$ cat src/rtl/nor_pattern_gen_pkg.sv
`default_nettype none
// ============================================================================
// Module  : nor_tb_pkg
// Brief   : Shared state encoding, default widths and MISR taps for the
//           NOR gate pattern generator.
// Revision: 1.0 - initial release
// ============================================================================
package nor_tb_pkg;

    typedef enum logic [1:0] {
        IDLE = 2'd0,
        RUN  = 2'd1,
        DONE = 2'd2
    } state_t;

    localparam int unsigned c_N_IN   = 4;
    localparam int unsigned c_N_OUT  = 3;
    localparam int unsigned c_HOLD_W = 8;
    localparam int unsigned c_SIG_W  = 8;

    // x^8 + x^6 + x^5 + x^4 + 1 -> feedback from bits 7, 5, 4, 3
    localparam logic [7:0] c_MISR_TAPS = 8'b1011_1000;

endpackage : nor_tb_pkg
`default_nettype wire

$ cat src/rtl/nor_pattern_gen_if.sv
`default_nettype none
// ============================================================================
// Module  : nor_pattern_gen_if
// Brief   : Control, pattern and response signals between the sequencer
//           (slave) and its controller / gate environment (master).
// Revision: 1.0 - initial release
// ============================================================================
interface nor_pattern_gen_if #(
    parameter int N_IN   = 4,
    parameter int N_OUT  = 3,
    parameter int HOLD_W = 8,
    parameter int SIG_W  = 8
);
    logic              start;
    logic [HOLD_W-1:0] hold_cycles;
    logic              loop_en;
    logic [N_OUT-1:0]  resp_in;
    logic [N_IN-1:0]   pat_out;
    logic              pat_valid;
    logic              busy;
    logic              done;
    logic [SIG_W-1:0]  sig_out;

    modport master (
        output start, hold_cycles, loop_en, resp_in,
        input  pat_out, pat_valid, busy, done, sig_out
    );

    modport slave (
        input  start, hold_cycles, loop_en, resp_in,
        output pat_out, pat_valid, busy, done, sig_out
    );
endinterface : nor_pattern_gen_if
`default_nettype wire

$ cat src/rtl/nor_pattern_gen_misr.sv
`default_nettype none
// ============================================================================
// Module  : nor_misr
// Brief   : Multiple-input signature register with enable and sync clear.
// Revision: 1.0 - initial release
// ============================================================================
module nor_misr
    import nor_tb_pkg::*;
#(
    parameter int              SIG_W = c_SIG_W,
    parameter int              N_OUT = c_N_OUT,
    parameter logic [SIG_W-1:0] TAPS = c_MISR_TAPS
) (
    input  wire logic             clk,
    input  wire logic             rst,
    input  wire logic             i_clr,
    input  wire logic             i_en,
    input  wire logic [N_OUT-1:0] i_resp,
    output logic      [SIG_W-1:0] o_sig
);

    logic [SIG_W-1:0] r_sig;
    logic             w_fb;
    logic [SIG_W-1:0] w_next;

    always_comb begin
        w_fb   = ^(r_sig & TAPS);
        w_next = {r_sig[SIG_W-2:0], w_fb} ^ {{(SIG_W-N_OUT){1'b0}}, i_resp};
    end

    // Clear wins over enable so a new sweep always starts from zero
    always_ff @(posedge clk or posedge rst) begin
        if (rst) begin
            r_sig <= '0;
        end else if (i_clr) begin
            r_sig <= '0;
        end else if (i_en) begin
            r_sig <= w_next;
        end
    end

    assign o_sig = r_sig;

endmodule : nor_misr
`default_nettype wire

$ cat src/rtl/nor_pattern_gen.sv
`default_nettype none
// ============================================================================
// Module  : nor_pattern_gen
// Brief   : Exhaustive pattern sweep for a 4-input NOR block with programmable
//           per-pattern hold; optional response MISR under NOR_SIG_MISR_EN.
// Revision: 1.0 - initial release
// ============================================================================
module nor_pattern_gen
    import nor_tb_pkg::*;
#(
    parameter int N_IN   = c_N_IN,
    parameter int N_OUT  = c_N_OUT,
    parameter int HOLD_W = c_HOLD_W,
    parameter int SIG_W  = c_SIG_W
) (
    input  wire logic        clk,
    input  wire logic        rst,
    nor_pattern_gen_if.slave bus
);

    localparam logic [N_IN-1:0] c_PAT_LAST = {N_IN{1'b1}};

    state_t            r_state;
    logic [N_IN-1:0]   r_pat;
    logic [HOLD_W-1:0] r_hold_cnt;
    logic [HOLD_W-1:0] r_hold_m1;
    logic              r_valid;
    logic              r_busy;
    logic              r_done;

    logic [HOLD_W-1:0] w_hold_m1;
    logic              w_accept;
    logic              w_last_hold;

    // A zero hold request behaves as a hold of one clock
    always_comb begin
        w_hold_m1   = (bus.hold_cycles == '0) ? '0 : bus.hold_cycles - HOLD_W'(1);
        w_accept    = (r_state == IDLE) && bus.start;
        w_last_hold = (r_state == RUN) && (r_hold_cnt == '0);
    end

    always_ff @(posedge clk or posedge rst) begin
        if (rst) begin
            r_state    <= IDLE;
            r_pat      <= '0;
            r_hold_cnt <= '0;
            r_hold_m1  <= '0;
            r_valid    <= 1'b0;
            r_busy     <= 1'b0;
            r_done     <= 1'b0;
        end else begin
            case (r_state)
                IDLE: begin
                    r_done <= 1'b0;
                    r_pat  <= '0;
                    if (bus.start) begin
                        r_hold_m1  <= w_hold_m1;
                        r_hold_cnt <= w_hold_m1;
                        r_state    <= RUN;
                        r_valid    <= 1'b1;
                        r_busy     <= 1'b1;
                    end
                end
                RUN: begin
                    if (r_hold_cnt == '0) begin
                        r_hold_cnt <= r_hold_m1;
                        if (r_pat == c_PAT_LAST) begin
                            // loop_en only matters at the wrap point
                            if (bus.loop_en) begin
                                r_pat <= '0;
                            end else begin
                                r_state <= DONE;
                                r_done  <= 1'b1;
                                r_busy  <= 1'b0;
                                r_valid <= 1'b0;
                            end
                        end else begin
                            r_pat <= r_pat + N_IN'(1);
                        end
                    end else begin
                        r_hold_cnt <= r_hold_cnt - HOLD_W'(1);
                    end
                end
                DONE: begin
                    r_state <= IDLE;
                    r_done  <= 1'b0;
                    r_pat   <= '0;
                end
                default: begin
                    r_state <= IDLE;
                    r_valid <= 1'b0;
                    r_busy  <= 1'b0;
                    r_done  <= 1'b0;
                end
            endcase
        end
    end

    assign bus.pat_out   = r_pat;
    assign bus.pat_valid = r_valid;
    assign bus.busy      = r_busy;
    assign bus.done      = r_done;

`ifdef NOR_SIG_MISR_EN
    nor_misr #(
        .SIG_W (SIG_W),
        .N_OUT (N_OUT),
        .TAPS  (SIG_W'(c_MISR_TAPS))
    ) u_misr (
        .clk    (clk),
        .rst    (rst),
        .i_clr  (w_accept),
        .i_en   (w_last_hold),
        .i_resp (bus.resp_in),
        .o_sig  (bus.sig_out)
    );
`else
    logic             w_unused_misr_ctl;
    logic [N_OUT-1:0] w_unused_resp;
    assign w_unused_misr_ctl = w_accept ^ w_last_hold;
    assign w_unused_resp     = bus.resp_in;
    assign bus.sig_out       = {SIG_W{1'b0}};
`endif

endmodule : nor_pattern_gen
`default_nettype wire

$ cat src/flat_wrapper.sv
// flat-port wrapper written by rule: the top's interface ports become plain ports
module nor_pattern_gen_flat import nor_tb_pkg::*;
#(
    parameter int N_IN   = c_N_IN,
    parameter int N_OUT  = c_N_OUT,
    parameter int HOLD_W = c_HOLD_W,
    parameter int SIG_W  = c_SIG_W
)
  (clk, rst, bus_start, bus_hold_cycles, bus_loop_en, bus_resp_in, bus_pat_out, bus_pat_valid, bus_busy, bus_done, bus_sig_out);
  nor_pattern_gen_if #(.N_IN(N_IN), .N_OUT(N_OUT), .HOLD_W(HOLD_W), .SIG_W(SIG_W)) bus_i ();
  input  wire logic clk;
  input  wire logic rst;
  input wire logic [$bits(bus_i.start)-1:0] bus_start;
  input wire logic [$bits(bus_i.hold_cycles)-1:0] bus_hold_cycles;
  input wire logic [$bits(bus_i.loop_en)-1:0] bus_loop_en;
  input wire logic [$bits(bus_i.resp_in)-1:0] bus_resp_in;
  output wire logic [$bits(bus_i.pat_out)-1:0] bus_pat_out;
  output wire logic [$bits(bus_i.pat_valid)-1:0] bus_pat_valid;
  output wire logic [$bits(bus_i.busy)-1:0] bus_busy;
  output wire logic [$bits(bus_i.done)-1:0] bus_done;
  output wire logic [$bits(bus_i.sig_out)-1:0] bus_sig_out;
  assign bus_i.start = bus_start;
  assign bus_i.hold_cycles = bus_hold_cycles;
  assign bus_i.loop_en = bus_loop_en;
  assign bus_i.resp_in = bus_resp_in;
  assign bus_pat_out = bus_i.pat_out;
  assign bus_pat_valid = bus_i.pat_valid;
  assign bus_busy = bus_i.busy;
  assign bus_done = bus_i.done;
  assign bus_sig_out = bus_i.sig_out;
  nor_pattern_gen #(.N_IN(N_IN), .N_OUT(N_OUT), .HOLD_W(HOLD_W), .SIG_W(SIG_W)) u_core (.clk(clk), .rst(rst), .bus(bus_i));
endmodule
$ cat config.mk
export PLATFORM = sky130hd
export DESIGN_NAME = nor_pattern_gen_flat
export DESIGN_NICKNAME = d
export VERILOG_FILES = /design/src/rtl/nor_pattern_gen_pkg.sv /design/src/rtl/nor_pattern_gen_if.sv /design/src/rtl/nor_pattern_gen_misr.sv /design/src/rtl/nor_pattern_gen.sv /design/src/flat_wrapper.sv
export SDC_FILE = /design/constraint.sdc
export NUM_CORES = 1
export LEC_CHECK = 0
export BUFFER_PORTS_ARGS = -buffer_cell sky130_fd_sc_hd__buf_2
export CORE_ASPECT_RATIO = 0.8
export CORE_MARGIN = 2
export CORE_UTILIZATION = 35
export CTS_CLUSTER_DIAMETER = 40
export CTS_CLUSTER_SIZE = 30
export DETAILED_ROUTE_END_ITERATION = 8
export PLACE_DENSITY = 0.64
export SLEW_MARGIN = 20
export SYNTH_ARGS = -nofsm -noshare
export SYNTH_HDL_FRONTEND = slang
export SYNTH_SLANG_ARGS = --single-unit
$ cat constraint.sdc
create_clock -name clk -period 3 [get_ports clk]
set_input_delay 0.15 -clock clk [delete_from_list [all_inputs] [get_ports clk]]
set_output_delay 0.15 -clock clk [all_outputs]
set_load 0.1 [all_outputs]
# == After elaboration in Yosys (flattened, before gate mapping) ==
# Index checks and enable logic that the tools add are counted.
# op_classes
addsub,3
eq_ne,8
mux,22
bitwise_logic,1
n_reduce_logical,12
# op_table
op,n
$mux 8,3
$logic_not 8->1,2
$pmux 8 s2,1
$sub 8x1->8 const B,2
$mux 4,3
$mux 1,8
$mux 2,4
$ne 2x2->1 const B,4
$pmux 4 s2,1
$reduce_and 3->1,2
$reduce_and 5->1,1
$add 4x1->4 const B,1
$eq 4x4->1 const B,1
$pmux 2 s2,1
$reduce_and 2->1,2
$reduce_and 4->1,1
$reduce_bool 2->1,2
$ne 3x3->1 const B,1
$pmux 1 s3,1
$eq 2x1->1 const B,1
$eq 2x2->1 const B,1
$logic_not 2->1,1
$reduce_or 2->1,1
$not 1->1,1
# totals
register_bits,24
output_inout_bits,15

# == Logic depth before layout (Yosys ltp) ==
# depth
ltp_word,4
ltp_mapped,8
depth_no_buf,6

# == Worst setup path before layout ==
# No wires, ideal clock.
# synth_path
path_type,register to register
startpoint,reg u_core.r_pat[0] (netlist: u_core.bus.pat_out[0])
endpoint,reg u_core.r_pat[0] (netlist: u_core.bus.pat_out[0])
t_arrival_ps,2449
required_time_ps,2927
path_slack_ps,478
path_stages_with_launch,7
path_buffers,1
cell_sequence,dfrtp_1 ha_1 and4b_1 or4_1 buf_2 or3b_1 a21boi_2
# synth_via
elab_chain_len,4
word_cells_on_any_way,7
classes_between,add/sub: 1; eq/ne: 2; mux: 3; reduce/logical: 1
# synth_lines
item,line_no,text
"start, declared",nor_pattern_gen.sv:24,logic [N_IN-1:0] r_pat;
"start signal, assigned",nor_pattern_gen.sv:78,r_pat <= r_pat + N_IN'(1);
$add 4x1->4 / $eq 4x4->1 (equally long branches),"nor_pattern_gen.sv:78, nor_pattern_gen.sv:67",
$mux 4,nor_pattern_gen.sv:67,if (r_pat == c_PAT_LAST) begin
$mux 4,nor_pattern_gen.sv:65,if (r_hold_cnt == '0) begin
$pmux 4 s2,nor_pattern_gen.sv:52,case (r_state)
# Parallel ways exist; a longest one is shown, timed or not. The select of a mux whose other input is x is not followed.
# A chain may end at the register's enable or synchronous reset.

# == Final worst setup path ==
# layout_path
startpoint,reg u_core.r_hold_cnt[0]
endpoint,reg u_core.r_pat[0] (netlist: u_core.bus.pat_out[0])
# layout_via
elab_chain_len,3
# layout_lines
item,line_no,text
"start, declared",nor_pattern_gen.sv:25,logic [HOLD_W-1:0] r_hold_cnt;
"start signal, assigned",nor_pattern_gen.sv:58,r_hold_cnt <= w_hold_m1;
"start signal, assigned",nor_pattern_gen.sv:66,r_hold_cnt <= r_hold_m1;
"start signal, assigned",nor_pattern_gen.sv:81,r_hold_cnt <= r_hold_cnt - HOLD_W'(1);
$logic_not 8->1,-,
$ne 2x2->1 (no line),-,
$reduce_and 3->1 (no line),-,
# No other way between the ends.

==> impl_metrics.ini <==
[timing]
period_share = 0.806
finalHoldViolCount = 0
fmax_ghz = 0.414
final-setup-viol-count = 0
fin_ws_ns = 0.583
relSlewSlack = 0.384
fin_skew_ns = 0.00252
grt_setup_unrepaired = no
worstMarginPinSlew_ns = 0.922
period_needed_ns = 2.42
fin_tns_setup_ns = 0
slew_viol_final = 0

[global_routing]
grt_pass1_vias = 1129
grt_util_met3 = 0.0361
grt_pass1_wl_mm = 5.22
top_usage_layer = met2
antenna_found_initial = 0
grt_use_total = 0.132
grt_overflow = 0
use_met1 = 0.190
grt_max_degree = 25
use_met2 = 0.204

[outcome]
status = completed

[synthesis]
synth.distinct_cells = 45
yosys_warnings = 0
ys.flop_type = dfrtp_1
syn-instance-count = 165
async_flop_share = 1.00
yosysSeqAreaShare = 0.399
yosys_register_bits = 24
syn-cell-area_um2 = 1500
synth_edf_count = 0
avgSynthCellArea_um2 = 9.11

[setup_path]
r2r-end = u_core.bus.pat_out[0]
crit_required_ns = 3.20
endpoint_kind = flop
r2r_slack_ns = 0.58
arrival_ns = 2.62
setup.worst_path.start_class = flop
r2r-start = u_core.r_hold_cnt[0]
critPathKind = flop to flop
r2r.worst_path.cells = 6
critPathMaxFanout = 10

[route]
drt-vias-per-instance = 4.94
vias = 1160
wire_per_inst_um = 12.7
dr.pass1.iters = 4
drc = 0
ant_nets = 0
drtIter0Drc = 40
drt-total-wl_mm = 2.98

[final_layout]
diodes = 0
drive_gt1_frac = 0.157
area_growth_pct = 9.32
layout_common_cells = dfrtp_1 (24), buf_2 (18), o21ai_0 (14)
final_common_cell = dfrtp_1
nets = 199

[power_and_ir_drop]
leakagePower_nw = 0.752
peakVddDrop_mv = 0.197
p_per_area_nw_per_um2 = 693

[clock_network]
clk_path_buf_depth = 2
numCtsBuffers = 3
postCtsSetupRepairBufs = 0
htreeDepth = 1
cts_sinks = 24
clk_latency_ns = 0.26
cts_hold_buf = 0
clock-root-buffer = clkbuf_8
cts.repair.resized = 0
clk_pin_slew_worst_paths_ns = 0.08
tritoncts = done

[die]
coreArea_um2 = 4150
rows = 21
chipHeight_um = 62.6
die_area_um2 = 4840
start_util = 0.362
ios = 30
die-width_um = 77.3

[hold_path]
hp-class = primary input to async pin

[placement]
port-buffer-count = 18
place_congestion = 0.771
dp_hpwl_mm = 2.23
dp_worst_setup_slack_ns = 0.604

[flow_run]
drv_cap = 0
## area by class of cell
class	instances	area (µm²)
Fill cell	447	2510
Clock buffer	4	55.1
Tap cell	57	71.3
Timing Repair Buffer	18	90.1
Sequential cell	24	601
Inverter	8	30.0
Multi-Input combinational cell	124	797
## cell families (layout without fill, tap and decap cells)
| group | Yosys count | after routing | synth area share |
|---|---|---|---|
| AND/OR/NAND/NOR | 56 | 56 | 0.207 |
| AO/OA/AOI/OAI | 44 | 44 | 0.191 |
| flip-flops | 24 | 24 | 0.399 |
| buffers and inverters | 24 | 30 | 0.0882 |
| multiplexers | 6 | 6 | 0.0416 |
| adder cells (fa/ha/maj) | 5 | 5 | 0.0416 |
| XOR/XNOR | 5 | 5 | 0.0291 |
| other | 1 | 8 | 0.00249 |
## worst max-delay path, cell delays in order, from the launching register on
cell	delay [ns]
dfrtp_1	0.42
inv_1	0.11
ha_1	0.19
or4b_4	0.55
or4_1	0.55
or3b_1	0.41
a21boi_2	0.13
## registers in the layout, summed over array words and instances, names as in the netlist
signal	count
u_core.bus.done	1
u_core.bus.pat_out	4
u_core.bus.pat_valid	1
u_core.r_hold_cnt	8
u_core.r_hold_m1	8
u_core.r_state	2
## Yosys cell counts, drive strengths merged (5+ instances only)
| library cell | number | area (µm²) |
|---|---|---|
| dfrtp | 24 | 601 |
| o21ai | 14 | 70.1 |
| nand2 | 13 | 48.8 |
| buf | 11 | 83.8 |
| inv | 8 | 30.0 |
| a21oi | 7 | 35.0 |
| nor2 | 7 | 26.3 |
| nand3 | 6 | 30.0 |
| nor3 | 6 | 30.0 |
| a21boi | 5 | 41.3 |
| clkbuf | 5 | 18.8 |
| ha | 5 | 62.6 |
## per-stage QoR
| step | util | instances | hold slack (ns) | power, W | cell area (µm²) |
|---|---|---|---|---|---|
| 2_1_floorplan | - | 172 | 0.165 | 0.000852 | 1530 |
| 3_3_place_gp | 0.383 | 231 | 0.402 | 0.000914 | 1590 |
| 3_5_place_dp | 0.383 | 231 | 0.407 | 0.000927 | 1590 |
| 4_1_cts | 0.396 | 235 | 0.115 | 0.00115 | 1640 |
| 5_1_grt | 0.396 | 235 | 0.163 | 0.00124 | 1640 |
| 6_report | 0.396 | 235 | 0.0733 | 0.00114 | 1640 |
## power breakdown
group	leakage, nW	internal (W)	switching, W
sequential	0.295	0.000413	0.0000888
combinational	0.429	0.000168	0.000250
clock	0.0288	0.000117	0.000103
## per-layer routing
metal	wire length, µm	part of all wire	vias up
li1	-	-	593
met1	1520	0.51	543
met2	1330	0.45	22
met3	118	0.040	2
met4	15	0.0050	0
met5	0	0	-
## worst max path at each step
stage / from / cells past startpoint / to
global placement: u_core.r_hold_cnt[0] / 6 / u_core.bus.pat_out[0]
CTS: u_core.r_hold_cnt[0] / 6 / u_core.bus.pat_out[0]
detailed placement: u_core.r_hold_cnt[0] / 6 / u_core.bus.pat_out[0]
global route: u_core.r_hold_cnt[0] / 6 / u_core.bus.pat_out[3]
floorplan: u_core.bus.pat_out[0] / 6 / u_core.bus.pat_out[0]
finish: u_core.r_hold_cnt[0] / 6 / u_core.bus.pat_out[0]
No activity file was read; power rests on OpenSTA's default activity.
